`src/rtl/load_store_unit.sv`:
```
// Load/store unit: CPU request/response front end to a word memory with byte/half lanes.
// Optional macro LSU_SUBWORD_EN enables sub-word loads and read-modify-write stores.
module load_store_unit #(
  parameter int unsigned MEM_WORDS = 256
) (
  input  logic        CLK,
  input  logic        reset,
  input  logic        req_valid,
  output logic        req_ready,
  input  logic        req_store,
  input  logic [1:0]  req_size,
  input  logic        req_signed,
  input  logic [31:0] req_addr,
  input  logic [31:0] req_wdata,
  output logic        resp_valid,
  input  logic        resp_ready,
  output logic [31:0] resp_rdata,
  output logic        resp_err,
  output logic [31:0] mem_addr,
  output logic        mem_we,
  output logic [31:0] mem_wd,
  input  logic [31:0] mem_rd
);

  localparam int unsigned DW         = 32;
  localparam logic [32:0] ADDR_LIMIT = 33'(64'(MEM_WORDS) << 2);
  localparam logic [1:0]  SZ_BYTE    = 2'b00;
  localparam logic [1:0]  SZ_HALF    = 2'b01;
  localparam logic [1:0]  SZ_WORD    = 2'b10;

  typedef enum logic [1:0] {IDLE, RD, WR, RESP} state_e;

  state_e          state_q;
  logic            store_q;
  logic [1:0]      size_q;
  logic            signed_q;
  logic [1:0]      lane_q;
  logic [DW-1:0]   wdata_q;
  logic            resp_valid_q;
  logic            resp_err_q;
  logic [DW-1:0]   resp_rdata_q;
  logic [DW-1:0]   mem_addr_q;
  logic            mem_we_q;
  logic [DW-1:0]   mem_wd_q;

  logic            req_err_c;
  logic            direct_wr_c;

  // Lane extraction with zero/sign extension for loads
  function automatic logic [DW-1:0] load_extract(input logic [DW-1:0] word,
                                                 input logic [1:0] size,
                                                 input logic sgn,
                                                 input logic [1:0] lane);
    logic [7:0]  b;
    logic [15:0] h;
    b = 8'(word >> {lane, 3'b000});
    h = 16'(word >> {lane[1], 4'b0000});
    case (size)
      SZ_BYTE: load_extract = sgn ? {{24{b[7]}}, b} : {24'd0, b};
      SZ_HALF: load_extract = sgn ? {{16{h[15]}}, h} : {16'd0, h};
      default: load_extract = word;
    endcase
  endfunction

  // Replace only the addressed lane of the captured word
  function automatic logic [DW-1:0] store_merge(input logic [DW-1:0] word,
                                                input logic [1:0] size,
                                                input logic [1:0] lane,
                                                input logic [DW-1:0] wdata);
    logic [DW-1:0] mask;
    logic [DW-1:0] data;
    case (size)
      SZ_BYTE: begin
        mask = 32'h0000_00FF << {lane, 3'b000};
        data = (wdata & 32'h0000_00FF) << {lane, 3'b000};
      end
      SZ_HALF: begin
        mask = 32'h0000_FFFF << {lane[1], 4'b0000};
        data = (wdata & 32'h0000_FFFF) << {lane[1], 4'b0000};
      end
      default: begin
        mask = '1;
        data = wdata;
      end
    endcase
    store_merge = (word & ~mask) | (data & mask);
  endfunction

  always_comb begin
    req_err_c = 1'b0;
    if (req_size == 2'b11) req_err_c = 1'b1;
    if (req_size == SZ_HALF && req_addr[0]) req_err_c = 1'b1;
    if (req_size == SZ_WORD && req_addr[1:0] != 2'b00) req_err_c = 1'b1;
`ifndef LSU_SUBWORD_EN
    if (req_size != SZ_WORD) req_err_c = 1'b1;
`endif
    if ({1'b0, req_addr} >= ADDR_LIMIT) req_err_c = 1'b1;
  end

  // Word stores skip the read; sub-word stores need the old word first
`ifdef LSU_SUBWORD_EN
  assign direct_wr_c = req_store && (req_size == SZ_WORD);
`else
  assign direct_wr_c = req_store;
`endif

  always_ff @(posedge CLK or posedge reset) begin
    if (reset) begin
      state_q      <= IDLE;
      store_q      <= 1'b0;
      size_q       <= 2'b00;
      signed_q     <= 1'b0;
      lane_q       <= 2'b00;
      wdata_q      <= '0;
      resp_valid_q <= 1'b0;
      resp_err_q   <= 1'b0;
      resp_rdata_q <= '0;
      mem_addr_q   <= '0;
      mem_we_q     <= 1'b0;
      mem_wd_q     <= '0;
    end else begin
      case (state_q)
        IDLE: begin
          if (req_valid) begin
            store_q  <= req_store;
            size_q   <= req_size;
            signed_q <= req_signed;
            lane_q   <= req_addr[1:0];
            wdata_q  <= req_wdata;
            if (req_err_c) begin
              resp_valid_q <= 1'b1;
              resp_err_q   <= 1'b1;
              resp_rdata_q <= '0;
              state_q      <= RESP;
            end else if (direct_wr_c) begin
              mem_addr_q <= {req_addr[31:2], 2'b00};
              mem_we_q   <= 1'b1;
              mem_wd_q   <= req_wdata;
              state_q    <= WR;
            end else begin
              mem_addr_q <= {req_addr[31:2], 2'b00};
              state_q    <= RD;
            end
          end
        end
        RD: begin
          if (store_q) begin
            mem_wd_q <= store_merge(mem_rd, size_q, lane_q, wdata_q);
            mem_we_q <= 1'b1;
            state_q  <= WR;
          end else begin
            resp_rdata_q <= load_extract(mem_rd, size_q, signed_q, lane_q);
            resp_valid_q <= 1'b1;
            resp_err_q   <= 1'b0;
            mem_addr_q   <= '0;
            state_q      <= RESP;
          end
        end
        WR: begin
          mem_we_q     <= 1'b0;
          mem_addr_q   <= '0;
          resp_valid_q <= 1'b1;
          resp_err_q   <= 1'b0;
          resp_rdata_q <= '0;
          state_q      <= RESP;
        end
        RESP: begin
          if (resp_ready) begin
            resp_valid_q <= 1'b0;
            resp_err_q   <= 1'b0;
            resp_rdata_q <= '0;
            state_q      <= IDLE;
          end
        end
        default: state_q <= IDLE;
      endcase
    end
  end

  // Ready is gated by reset so it reads 0 while reset is held
  assign req_ready  = (state_q == IDLE) && !reset;
  assign resp_valid = resp_valid_q;
  assign resp_err   = resp_err_q;
  assign resp_rdata = resp_rdata_q;
  assign mem_addr   = mem_addr_q;
  assign mem_we     = mem_we_q;
  assign mem_wd     = mem_wd_q;

endmodule
```
`config.mk`:
```
export PLATFORM = sky130hd
export DESIGN_NAME = load_store_unit
export DESIGN_NICKNAME = d
export VERILOG_FILES = /design/src/rtl/load_store_unit.sv
export SDC_FILE = /design/constraint.sdc
export NUM_CORES = 1
export LEC_CHECK = 0
export CAP_MARGIN = 20
export CELL_PAD_IN_SITES_DETAIL_PLACEMENT = 0
export CELL_PAD_IN_SITES_GLOBAL_PLACEMENT = 1
export CORE_MARGIN = 8
export CORE_UTILIZATION = 33
export DETAILED_ROUTE_END_ITERATION = 10
export PLACE_DENSITY = 0.74
export RECOVER_POWER = 25
export SYNTH_ARGS = -nofsm -noshare
export SYNTH_HDL_FRONTEND = slang
export SYNTH_SLANG_ARGS = --single-unit
```
`constraint.sdc`:
```
create_clock -name CLK -period 4.7 [get_ports CLK]
set_input_delay 0.94 -clock CLK [delete_from_list [all_inputs] [get_ports CLK]]
set_output_delay 0.94 -clock CLK [all_outputs]
set_load 0.05 [all_outputs]
```
==> results.txt, run 1 <==
The reg-to-reg startpoint is state_q[1]$_DFFE_PP0P_. The total CTS buffers is 17. The remaining routing DRC violations is 0. The cell at the root of the clock tree is sky130_fd_sc_hd__clkbuf_16. Setup repair after global routing left no endpoint under its margin. Summing the areas of all and, or, nand and nor instances in the mapped netlist gives 14.54% of the synthesized area. The die footprint came out at 26400 um2.

The required time at the worst-slack endpoint came out at 3.76 ns. The clock skew is 0.01419 ns. The final clock period utilization by the worst path came out at 73.31%.

The most used flip-flop cell after synthesis is sky130_fd_sc_hd__dfrtp_1. For this design, the sink count on the clock tree is 137. Once layout is complete, the utilization of the core stands at 47.29%. The number of antenna violations at the first check in global routing was 3. The initial core utilization came out at 33.69%. TritonCTS built the clock tree. The average wire per standard cell came out at 21.19 um. In this run the core area contains 53 standard-cell rows. Summed over all failing endpoints, the final setup total negative slack is 0 ns. The largest net degree at the start of global routing came out at 95. The path class of the tightest hold or removal check is flip-flop to flip-flop.

The depth of the worst register-to-register path is 8. The fraction of met1 tracks used by global routing is 24.30%. Static timing analysis puts the maximum clock frequency at 290.2 MHz. The met2 track demand over resource in global routing is 26.88%. The internal power of the cells came out at 4.410 mW. The count of flip-flops with a built-in enable after synthesis is 0.

The synthesized cell area is 7082 um2. The power per standard cell area is 828.9 nW/um2. The detailed-router iteration count before antenna repair is 5. The average cell area after synthesis is 10.76 um2.

The total count of hold-check failures in the final report is 0. The share of total power consumed by net switching came out at 46.49%. The count of yosys warnings during synthesis is 0. The worst-case hold path end point is resp_valid$_DFFE_PP0P_. The maximum VDD drop is ~0.41 mV. The category of the worst setup path capture point is an output port. The total of endpoints with negative setup slack in the final report came out at 0. The headroom to the max-slew limit came out at -42.42%. In this run the cell area measured after placement is 9311 um2.

In the global route stage, met3 resource usage came out at 5.763%. The via count of the first global-routing pass is 5921. The synthesized netlist devotes 1.060% of its cell area to adder and majority cells.

The number of violations of the max-capacitance limit is 1. The core region is 21020 um2. The starting DRC count in detailed routing is about 420. The share of layout cells above drive strength 1 is roughly 16%. The hold path depth came out at 2.

During placement, the flow inserted port buffers numbering 201. After synthesis, the share of flip-flops with an asynchronous set or reset is 100.0%. The synthesized netlist devotes 0% of its cell area to XOR and XNOR gates. The post-cts gate resize count came out at 0. The share of the synthesized area in the top cell type came out at 48.41%. The global-route wire length before repair is 36220 um. The number of distinct library cells after synthesis is 56.

The count of mapped cells out of synthesis is 658. The worst register-to-register path has a setup slack of 2.10 ns. The worst-path maximum fanout is 8.

The register bit total from synthesis came out at between 100 and 150. The post-layout instance area came out at ~10000 um2. The number of setup buffers added after CTS is 0. The clock transition time at the flip-flop clock pins of the worst setup and hold paths is 0.06 ns.

The detail-routed via count per cell is ~5.2. Summed over all instances, the cell type with the most area after synthesis is sky130_fd_sc_hd__dfrtp_1. The sequential power share is between 20% and 30%. The worst hold path begins at resp_valid$_DFFE_PP0P_. The combined global-route utilization of all metal layers came out at 18.06%.

The routed layout has 5839 vias. The placed wire-length estimate after detailed placement came out at 17570 um. From synthesis to final layout, the design area changed by 40.39%. The flow ran to the end, but the final reports show violations.

The minimum clock period after layout came out at 3.446 ns. The floorplan die height came out at 162.5 um. After synthesis, the cell types taking the most area are sky130_fd_sc_hd__dfrtp_1, sky130_fd_sc_hd__mux2_2, sky130_fd_sc_hd__mux2_4, sky130_fd_sc_hd__nor2b_1, sky130_fd_sc_hd__nand2_1. The checks that failed: capacitance limit, slew limit. The data arrival time of the critical path is approximately 2.5 ns. The global-route congestion overflow total came out at 0. The routed wire length came out at 23970 um. The clock network fraction of design power came out at 17.6%. The width of the die came out at ~160 um. The insertion delay to the later sink of the worst-skew pair is ~0.43 ns.

The setup path with the least slack is of type flip-flop to output port. The share of the yosys chip area belonging to registers came out at 48.41%. The I/O pin count is around 200. The multiplexer area fraction after synthesis came out at 16.70%. The transition time at the pin with the least slew margin is 2.136 ns.

The final weighted congestion in routability-driven placement is roughly 0.8. The total count of max-transition violations in the final report is 94. The largest buffer count on any clock path is 2. The share of total power in combinational logic is 57.0%.

The post-synthesis compound-gate area fraction came out at 15.09%. The dominant combinational cell family by area after synthesis is multiplexers. The number of nets in the layout came out at 952. In this run the most used layer during global routing was met2. The post-detailed-route count of antenna-violating nets is 0.

The endpoint identified for the worst register-to-register timing path is resp_err$_DFFE_PP0P_. The number of hold buffers added after CTS came out at 0. The worst setup path is launched from a flip-flop.

In this run the static leakage power is slightly above 4 nW. The total number of H-tree levels is 4. The net switching power is 3.831 mW.
## state kept, by name (all words and copies together) (netlist names), 2 cells and up
name        flops
mem_wd         32
size_q          2
state_q         2
resp_rdata     32
mem_addr       30
wdata_q        32
lane_q          2
## how the worst max path moves through the flow
stage | from | depth (start not counted) | end | slack, ns
after global placement | req_addr[20] | 7 | mem_wd[13]$_DFFE_PP0P_ | 1.01
after CTS | state_q[0]$_DFFE_PP0P_ | 5 | req_ready | 1.21
final | state_q[0]$_DFFE_PP0P_ | 5 | req_ready | 1.25
after global routing | state_q[0]$_DFFE_PP0P_ | 5 | req_ready | 1.08
after detailed placement | req_addr[20] | 7 | mem_wd[31]$_DFFE_PP0P_ | 1.01
after floorplan | reset | 1 | lane_q[0]$_DFFE_PP0P_ | 0.09
## power groups by stage
stage / registers, mW / clock network (mW) / logic (mW)
detailed placement: 2.10 / 0 / 4.71
CTS: 2.09 / 1.48 / 4.73
global route: 2.16 / 1.53 / 5.01
floorplan: 3.14 / 0 / 2.27
finish: 2.09 / 1.45 / 4.70
global placement: 2.10 / 0 / 4.68
## cell usage after synthesis, types with 2 or more instances
cell,n
sky130_fd_sc_hd__a21o_1,2
sky130_fd_sc_hd__a21oi_1,19
sky130_fd_sc_hd__a221o_1,2
sky130_fd_sc_hd__a221oi_1,14
sky130_fd_sc_hd__a22o_1,6
sky130_fd_sc_hd__a22oi_1,22
sky130_fd_sc_hd__a31oi_1,10
sky130_fd_sc_hd__a32o_1,7
sky130_fd_sc_hd__a32oi_1,9
sky130_fd_sc_hd__buf_1,2
sky130_fd_sc_hd__buf_12,2
sky130_fd_sc_hd__buf_2,8
sky130_fd_sc_hd__buf_4,2
sky130_fd_sc_hd__clkbuf_1,33
sky130_fd_sc_hd__dfrtp_1,137
sky130_fd_sc_hd__ha_1,6
sky130_fd_sc_hd__inv_1,17
sky130_fd_sc_hd__mux2_2,64
sky130_fd_sc_hd__mux2_4,20
sky130_fd_sc_hd__mux2i_1,15
sky130_fd_sc_hd__nand2_1,69
sky130_fd_sc_hd__nand2b_1,11
sky130_fd_sc_hd__nor2_1,50
sky130_fd_sc_hd__nor2b_1,44
sky130_fd_sc_hd__nor3_1,5
sky130_fd_sc_hd__nor3b_1,2
sky130_fd_sc_hd__nor4_1,2
sky130_fd_sc_hd__nor4_4,2
sky130_fd_sc_hd__o2111ai_1,8
sky130_fd_sc_hd__o21ai_0,33
sky130_fd_sc_hd__o21ai_1,2
sky130_fd_sc_hd__o22ai_1,8
sky130_fd_sc_hd__or3_1,2
## layout make-up
| cell class | count | area (um2) |
|---|---|---|
| inverter | 18 | 71.32 |
| fill | 1980 | 11080 |
| clock buffer | 17 | 425.4 |
| clock inverter | 15 | 203.9 |
| sequential | 137 | 3428 |
| tap | 275 | 344.1 |
| multi-input combinational | 457 | 3367 |
| timing repair buffer | 211 | 2100 |
| antenna | 1 | 2.502 |
## metal layers
| metal | share of wire (%) | wire, um | vias to the layer above |
|---|---|---|---|
| met5 | 0.096 | 23 | - |
| met4 | 1.8 | 427 | 4 |
| met3 | 7.9 | 1889 | 23 |
| met2 | 45 | 10900 | 209 |
| met1 | 45 | 10720 | 2865 |
| li1 | - | - | 2738 |
## through the flow
step | cells | hold WS, ns | power [mW] | worst slack [ns]
after floorplan | 659 | 0.4701 | 5.401 | 0.09219
after global placement | 1098 | 0.4629 | 6.776 | 1.012
after detailed placement | 1098 | 0.4687 | 6.813 | 1.005
after CTS | 1130 | 0.4828 | 8.299 | 1.214
after global routing | 1131 | 0.4941 | 8.697 | 1.084
final | 1131 | 0.4776 | 8.241 | 1.254
## placed cells by master, fill, tap and decap left out, drive strengths merged, types with 2 or more instances in the layout
master | synthesis | layout
a22o | 6 | 6
or3 | 3 | 3
o2111ai | 8 | 8
nor3b | 2 | 2
nand4 | 2 | 2
o22ai | 8 | 8
ha | 6 | 6
a32oi | 9 | 9
a21o | 2 | 2
a22oi | 22 | 22
nand2 | 70 | 70
clkinv | 1 | 3
dfrtp | 137 | 137
conb | 1 | 2
a32o | 7 | 7
a21oi | 20 | 20
a31oi | 10 | 10
clkdlybuf4s50 | 0 | 200
bufinv | 0 | 3
a221oi | 14 | 14
clkbuf | 33 | 17
nor2 | 50 | 50
nor2b | 44 | 44
nor3 | 5 | 5
nand2b | 11 | 11
buf | 14 | 10
inv | 17 | 26
mux2 | 85 | 85
mux2i | 15 | 15
a221o | 2 | 2
nor4 | 5 | 5
o21ai | 35 | 35
nor4b | 2 | 2
## worst max-delay path, cell delays in order, from the launching register on
cell and delay, ns:
sky130_fd_sc_hd__dfrtp_1 0.43, sky130_fd_sc_hd__inv_1 0.13, sky130_fd_sc_hd__ha_1 0.43, sky130_fd_sc_hd__inv_1 0.17
sky130_fd_sc_hd__nor2_1 0.13, sky130_fd_sc_hd__clkdlybuf4s50_1 0.81
## kinds of logic (layout without fill, tap and decap cells)
family | Yosys count | in the layout
simple gates | 199 | 199
compound gates | 150 | 150
flops | 137 | 137
mux | 100 | 100
buf+inv | 65 | 261
fa+ha+maj | 6 | 6
other cells | 1 | 3
Power figures use the tool's default switching activity.
==> run 2: changes to the inputs <==
--- a/config.mk
+++ b/config.mk
@@ -9,9 +9,9 @@
 export CELL_PAD_IN_SITES_DETAIL_PLACEMENT = 0
 export CELL_PAD_IN_SITES_GLOBAL_PLACEMENT = 1
 export CORE_MARGIN = 8
-export CORE_UTILIZATION = 33
+export CORE_UTILIZATION = 37
 export DETAILED_ROUTE_END_ITERATION = 10
-export PLACE_DENSITY = 0.74
+export PLACE_DENSITY = 0.79
 export RECOVER_POWER = 25
 export SYNTH_ARGS = -nofsm -noshare
 export SYNTH_HDL_FRONTEND = slang
==> constraint.sdc (replaced) <==
create_clock -name CLK -period 3.47 [get_ports CLK]
set_input_delay 0.694 -clock CLK [delete_from_list [all_inputs] [get_ports CLK]]
set_output_delay 0.694 -clock CLK [all_outputs]
set_load 0.05 [all_outputs]
==> results.txt, run 2 (same netlist as run 1, synthesis figures left out) <==
The via count of the first global-routing pass came to 6168. The routed wire length came out at 23710 um. The cell at the root of the clock tree is sky130_fd_sc_hd__clkbuf_16. The number of violations of the max-capacitance limit came out at 0. The internal power of the cells is 5.846 mW. The accumulated negative setup slack is 0 ns. The worst setup path is captured at an output port. Global routing finished with a remaining overflow of 0. The combined global-route utilization of all metal layers is about a fifth. In the layout the commonest cells are sky130_fd_sc_hd__clkdlybuf4s50_1, sky130_fd_sc_hd__dfrtp_1, sky130_fd_sc_hd__nand2_1.

The reg-to-reg startpoint is size_q[1]$_DFFE_PP0P_. The power per standard cell area came out at 1111 nW/um2. The total of endpoints with negative setup slack in the final report is 0. The largest buffer count on any clock path came out at 2. The share of layout cells above drive strength 1 is 16.94%. Among all stages on the critical path, the largest delay is contributed by sky130_fd_sc_hd__clkdlybuf4s50_1. The width of the die came out at approximately 150 um.

The maximum VDD drop came out at 0.5082 mV. The net switching power is between 5 and 6 mW. The signed area change from the synthesized netlist to the final layout came out at 39.29%. The detail-routed via count per cell is 5.351. Leaving out fill and tap cells, the most frequent cell in the layout is sky130_fd_sc_hd__clkdlybuf4s50_1. The minimum clock period after layout came out at around 3.2 ns. The depth of the worst register-to-register path came out at 5. Per report_power, the combinational group accounts for between 50% and 60% of the total. Of all nets on the critical path, the largest fanout is 8. The die footprint is 23820 um2. The worst register-to-register path ends at resp_rdata[22]$_DFFE_PP0P_. At the end of the flow, the number of nets in the layout was 959. The number of antenna violations at the first check in global routing is 4.

The buffers plus inverters on the worst setup path is 3. The insertion delay to the later sink of the worst-skew pair came out at 0.42 ns. The worst hold path terminates at resp_rdata[27]$_DFFE_PP0P_. Entering global routing, the biggest net connects 57 pins. The worst hold path begins at resp_rdata[27]$_DFFE_PP0P_.

The clock skew is between 0.009 and 0.01 ns. The first global-routing pass estimated approximately 37000 um of wire. The headroom to the max-slew limit came out at 5.283%. Once the floorplan was initialized, standard cells occupied 37.73% of the core. The flow ran to the end, and the final reports show no timing, DRC or antenna violations. The critical path goes through inv_1 > ha_1 > inv_1 > nor2_1 > clkdlybuf4s50_1. The total CTS buffers came out at 17. The count of nets left with antenna violations once routing finished came out at 0.

The final worst-path setup slack is 0.2613 ns. The clock sink total is roughly 140. The clock transition time at the flip-flop clock pins of the worst setup and hold paths is 0.06 ns.

The worst setup slack for register-to-register paths is 0.99 ns. The most frequent cell on the critical path is sky130_fd_sc_hd__inv_1. The placed instances occupy a cell area of 9336 um2. The min-delay analysis places its worst path in the category flip-flop to flip-flop.

Among cell families on the critical path, the largest total delay comes from buffers and inverters. The average wire per standard cell is 21.57 um. The hold path depth came out at 2.

The placed wire-length estimate after detailed placement came out at approximately 18000 um. Once the clock tree was built, the setup fixing pass inserted 0 buffers. In this run the number of H-tree levels came out at 4. The highest clock frequency the design can meet came out at about 310 MHz.

Final hold analysis gives a worst-case slack of 0.4840 ns. After detailed routing, the number of remaining DRC violations is 0. The clock network fraction of design power is between 10% and 20%.

The CTS tree is yes. At the worst endpoint, the arrival time is roughly 2.5 ns. The post-layout instance area came out at 9864 um2. STA classifies the critical path startpoint as a flip-flop. In this run, post-CTS hold repair placed 0 buffers. The overall via count from detail_route is around 5900. The number of gates resized after CTS was 0. Of the total power, registers draw 26.2%. The total count of hold-check failures in the final report came out at 0. In this run switching power makes up 46.66% of total power. The worst setup timing slack at the placement stage is ~0.28 ns. The final clock period utilization by the worst path is 92.47%. The total count of max-transition violations in the final report came out at 0. The placeable core region came out at 18770 um2. The category of the critical setup timing path is flip-flop to output port.

The total number of placement rows came out at 50. The largest single stage delay on the critical path is a little over 0.8 ns. The detailed-router iteration count before antenna repair is 5. The count of buffers added on input and output ports is 201. The floorplan die height came out at 154.3 um. The transition time at the pin with the least slew margin came out at 1.421 ns.

The leakage power came out at 4.119 nW. Setup repair after global routing left no endpoint under its margin. The starting DRC count in detailed routing is between 400 and 500. The required time at the worst-slack endpoint came out at 2.78 ns. Routability-driven placement finished with a final weighted congestion of 0.8904. The I/O pin count came out at 204.
[run 2: cell type report]
type	instances	area (um2)
clock inverters	14	123.9
inverters	18	68.82
multi-input cells	457	3367
diodes	3	7.507
fillers	1673	8904
well taps	234	292.8
repair buffers	218	2147
clock buffers	18	429.2
flip-flops and latches	137	3428
[run 2: metal layers]
| layer | vias to the layer above | track usage [%] | wire length (um) |
|---|---|---|---|
| met4 | 2 | 6.113 | 452 |
| met2 | 230 | 32.16 | 11350 |
| met3 | 31 | 5.517 | 1767 |
| met5 | - | 0 | 13 |
| met1 | 2868 | 25.97 | 10130 |
| li1 | 2750 | - | - |
[run 2: worst max-delay path by stage]
stage	slack [ns]	cells after the start	startpoint	endpoint
final	0.26	5	state_q[1]$_DFFE_PP0P_	req_ready
after global routing	0.11	5	state_q[1]$_DFFE_PP0P_	req_ready
after CTS	0.24	5	state_q[1]$_DFFE_PP0P_	req_ready
after detailed placement	0.28	7	req_addr[14]	mem_addr[29]$_DFFE_PP0P_
after global placement	0.42	7	req_addr[20]	mem_addr[30]$_DFFE_PP0P_
after floorplan	0.98	6	req_addr[1]	mem_addr[10]$_DFFE_PP0P_
[run 2: stage by stage]
stage	total power, mW	std cells	utilization (%)
2_1_floorplan	7.316	659	-
3_3_place_gp	9.133	1064	49.75
3_5_place_dp	9.268	1064	49.75
4_1_cts	11.02	1096	52.69
5_1_grt	11.56	1099	52.56
6_report	10.96	1099	52.56
[run 2: worst min-delay path, stage by stage, from the launching register on]
cell                      delay [ns]
sky130_fd_sc_hd__dfrtp_1        0.34
sky130_fd_sc_hd__nand2_1        0.05
sky130_fd_sc_hd__o21ai_0        0.06
[run 2: power groups by stage]
stage	Sequential [mW]	Combinational, mW	Clock [mW]
6_report	2.87	6.37	1.72
5_1_grt	2.96	6.79	1.82
4_1_cts	2.86	6.41	1.75
3_5_place_dp	2.88	6.39	0
3_3_place_gp	2.84	6.29	0
2_1_floorplan	4.25	3.07	0
==> run 3: changes to the inputs <==
--- a/config.mk
+++ b/config.mk
@@ -9,9 +9,10 @@
 export CELL_PAD_IN_SITES_DETAIL_PLACEMENT = 0
 export CELL_PAD_IN_SITES_GLOBAL_PLACEMENT = 1
 export CORE_MARGIN = 8
-export CORE_UTILIZATION = 37
+export CORE_UTILIZATION = 35
+export CTS_CLUSTER_SIZE = 16
 export DETAILED_ROUTE_END_ITERATION = 10
-export PLACE_DENSITY = 0.79
+export PLACE_DENSITY = 0.75
 export RECOVER_POWER = 25
 export SYNTH_ARGS = -nofsm -noshare
 export SYNTH_HDL_FRONTEND = slang
==> results.txt, run 3 (same netlist as run 1, synthesis figures left out) <==
The starting DRC count in detailed routing is 420. The power per standard cell area came out at between 1000 and 1500 nW/um2. For this design the total switching power over the nets is 5.103 mW. The largest individual stage delay along the critical path comes from the cell sky130_fd_sc_hd__clkdlybuf4s50_1. The placeable core region came out at 20040 um2. The worst-path maximum fanout is 2.

The share of total power consumed by net switching came out at 45.80%. The clock passes through at most 2 buffers. The width of the die came out at 158.2 um.

The total CTS buffers came out at 17. The detail route stage leaves a number of antenna-violating nets equal to 0. At the pin with the least slew margin, the transition time is 1.893 ns.

The via count of the first global-routing pass is 6024. The placed wire-length estimate after detailed placement came out at 17190 um. After clock tree synthesis, the setup repair step added 0 buffers.

The final layout contains routed wiring with a total length of 23470 um. VDD sags by at most between 0.4 and 0.5 mV. The number of antenna violations at the first check in global routing came out at 3.

Setup repair after global routing left no endpoint under its margin. Counting tap cells, the placed design contains a total of 1099 instances. The signed area change from the synthesized netlist to the final layout is 40.88%.

TritonCTS built the clock tree. Post-CTS repair changed the size of 0 cells. In this run the worst hold path is classified as flip-flop to flip-flop.

The leakage power is a little over 4 nW. The number of filler cells placed in the layout came out at 1918. The share of layout cells above drive strength 1 came out at 16.98%. The number of buffers inserted by port buffering is between 200 and 250. The number of hold buffers added after CTS came out at 0. The buffers plus inverters on the worst setup path came out at 2. The headroom to the max-slew limit came out at -26.17%. The insertion delay to the later sink of the worst-skew pair is 0.43 ns.

The category of the worst setup path capture point is an output port. The clock network fraction of design power came out at 17.1%. Combinational logic is responsible for between 50 and 60% of the overall power. The clock skew is 0.01996 ns. After clock tree synthesis, the clock-pin slew on the worst setup and hold paths is 0.06 ns. Leaving out fill and tap cells, the most frequent cell in the layout is sky130_fd_sc_hd__clkdlybuf4s50_1. Across every metal layer, demand over resource in global routing totals 19.02%.

The initial core utilization is a little over a third. The sequential power share is 25.4%. The first global-routing pass estimated 35790 um of wire. The worst setup path is of the input port to output port kind.

The final weighted congestion in routability-driven placement is around 0.82. Across all layers, the routed design uses 5758 vias. The final clock period utilization by the worst path came out at about 83%.

Timing would allow up to roughly 350 MHz. The multi-input logic area is 3369 um2. The total count of max-transition violations in the final report came to between 100 and 150. Across the run, the number of max-cap violations was 1. STA puts the critical path data arrival time at ~2.2 ns. The checks that failed: capacitance limit, slew limit. The total number of placement rows came out at 52. The critical path goes through dlygate4sd3_1 > nor2_1 > clkdlybuf4s50_1. The largest net degree at the start of global routing is 138. The detailed-router iteration count before antenna repair came out at 5. Summed over all failing endpoints, the final setup total negative slack is 0 ns. The global-route congestion overflow total is 0. Clock tree synthesis selected as its root buffer the cell sky130_fd_sc_hd__clkbuf_16. The storage element area came out at 3428 um2. STA classifies the critical path startpoint as an input port. The total count of hold-check failures in the final report came out at 0. The minimum clock period after layout came out at 2.895 ns. Internal power comes to 6.039 mW. The total of endpoints with negative setup slack in the final report came out at 0. Clock tree synthesis found a total of 137 sinks. The number of nets in the layout came out at ~960. The highest cell delay on the worst timing path is a little over 0.8 ns. Leaving out fill and tap cells, the most frequent cells in the layout are sky130_fd_sc_hd__clkdlybuf4s50_1, sky130_fd_sc_hd__dfrtp_1, sky130_fd_sc_hd__nand2_1. For this design the top-level I/O count stands at 204. The total number of H-tree levels came out at 4. For this run, design rule violations remaining after detail routing come to 0. The average wire per standard cell is 20.71 um. The kind of cell with the highest combined delay along the critical path is buffers and inverters. In this run the vertical extent of the chip is 158.2 um. The run finished, with violations left. The post-route non-filler standard cell count came out at 1133. The die footprint came out at roughly 25000 um2.

The required time at the worst-slack endpoint came out at 2.78 ns. The detail-routed via count per cell is 5.082.
-- run 3: cell types whose count changed in the layout (fill, tap and decap cells not counted), sizes merged --
cell	change
inv	+1
bufinv	+2
clkinv	-4
clkinvlp	-1
-- run 3: tightest hold or removal path, cell delays in order, from the launching register on --
cell and delay, ns:
sky130_fd_sc_hd__dfrtp_1 0.34, sky130_fd_sc_hd__nand2_1 0.05, sky130_fd_sc_hd__o21ai_0 0.06
-- run 3: power groups by stage --
stage | registers (mW) | clock network, mW | logic, mW
floorplan | 4.25 | 0 | 3.07
global placement | 2.83 | 0 | 6.39
detailed placement | 2.85 | 0 | 6.44
CTS | 2.83 | 1.94 | 6.46
global route | 2.93 | 2.01 | 6.85
finish | 2.83 | 1.90 | 6.41
-- run 3: per-layer routing --
layer  vias to the layer above  routed length (um)  global-route usage, %
met5                         -                   0                      0
met4                         0                 372                  6.736
met3                        24                1578                  4.586
met2                       191               10870                  29.05
met1                      2787               10650                  25.74
li1                       2756                   -                      -
-- run 3: final timing paths --
path / from / end / slack, ns / cells after the start
max in group asynchronous: reset / resp_rdata[20]$_DFFE_PP0P_ / 0.83 / 3
min reg2reg: resp_rdata[18]$_DFFE_PP0P_ / resp_rdata[18]$_DFFE_PP0P_ / 0.48 / 2
max reg2reg: state_q[0]$_DFFE_PP0P_ / mem_wd[13]$_DFFE_PP0P_ / 1.07 / 9
max: reset / req_ready / 0.58 / 3
min in group asynchronous: reset / mem_addr[23]$_DFFE_PP0P_ / 1.53 / 3
min: resp_rdata[18]$_DFFE_PP0P_ / resp_rdata[18]$_DFFE_PP0P_ / 0.48 / 2
-- run 3: cell type report --
class,count,share of cell area [%]
flip-flops and latches,137,34.36
diodes,3,0.07524
well taps,270,3.386
clock inverters,12,1.655
repair buffers,217,21.49
clock buffers,19,4.540
multi-input cells,457,33.77
inverters,18,0.7148
-- run 3: through the flow --
step	instance area, um2	hold slack, ns	worst slack [ns]	total power, mW	util [%]
2_1_floorplan	7089	0.4701	0.9829	7.316	-
3_3_place_gp	9364	0.4618	0.3897	9.215	46.73
3_5_place_dp	9364	0.4693	0.2762	9.285	46.73
4_1_cts	9982	0.4819	0.5747	11.22	49.81
5_1_grt	9977	0.5037	0.4428	11.79	49.79
6_report	9977	0.4770	0.5755	11.14	49.79
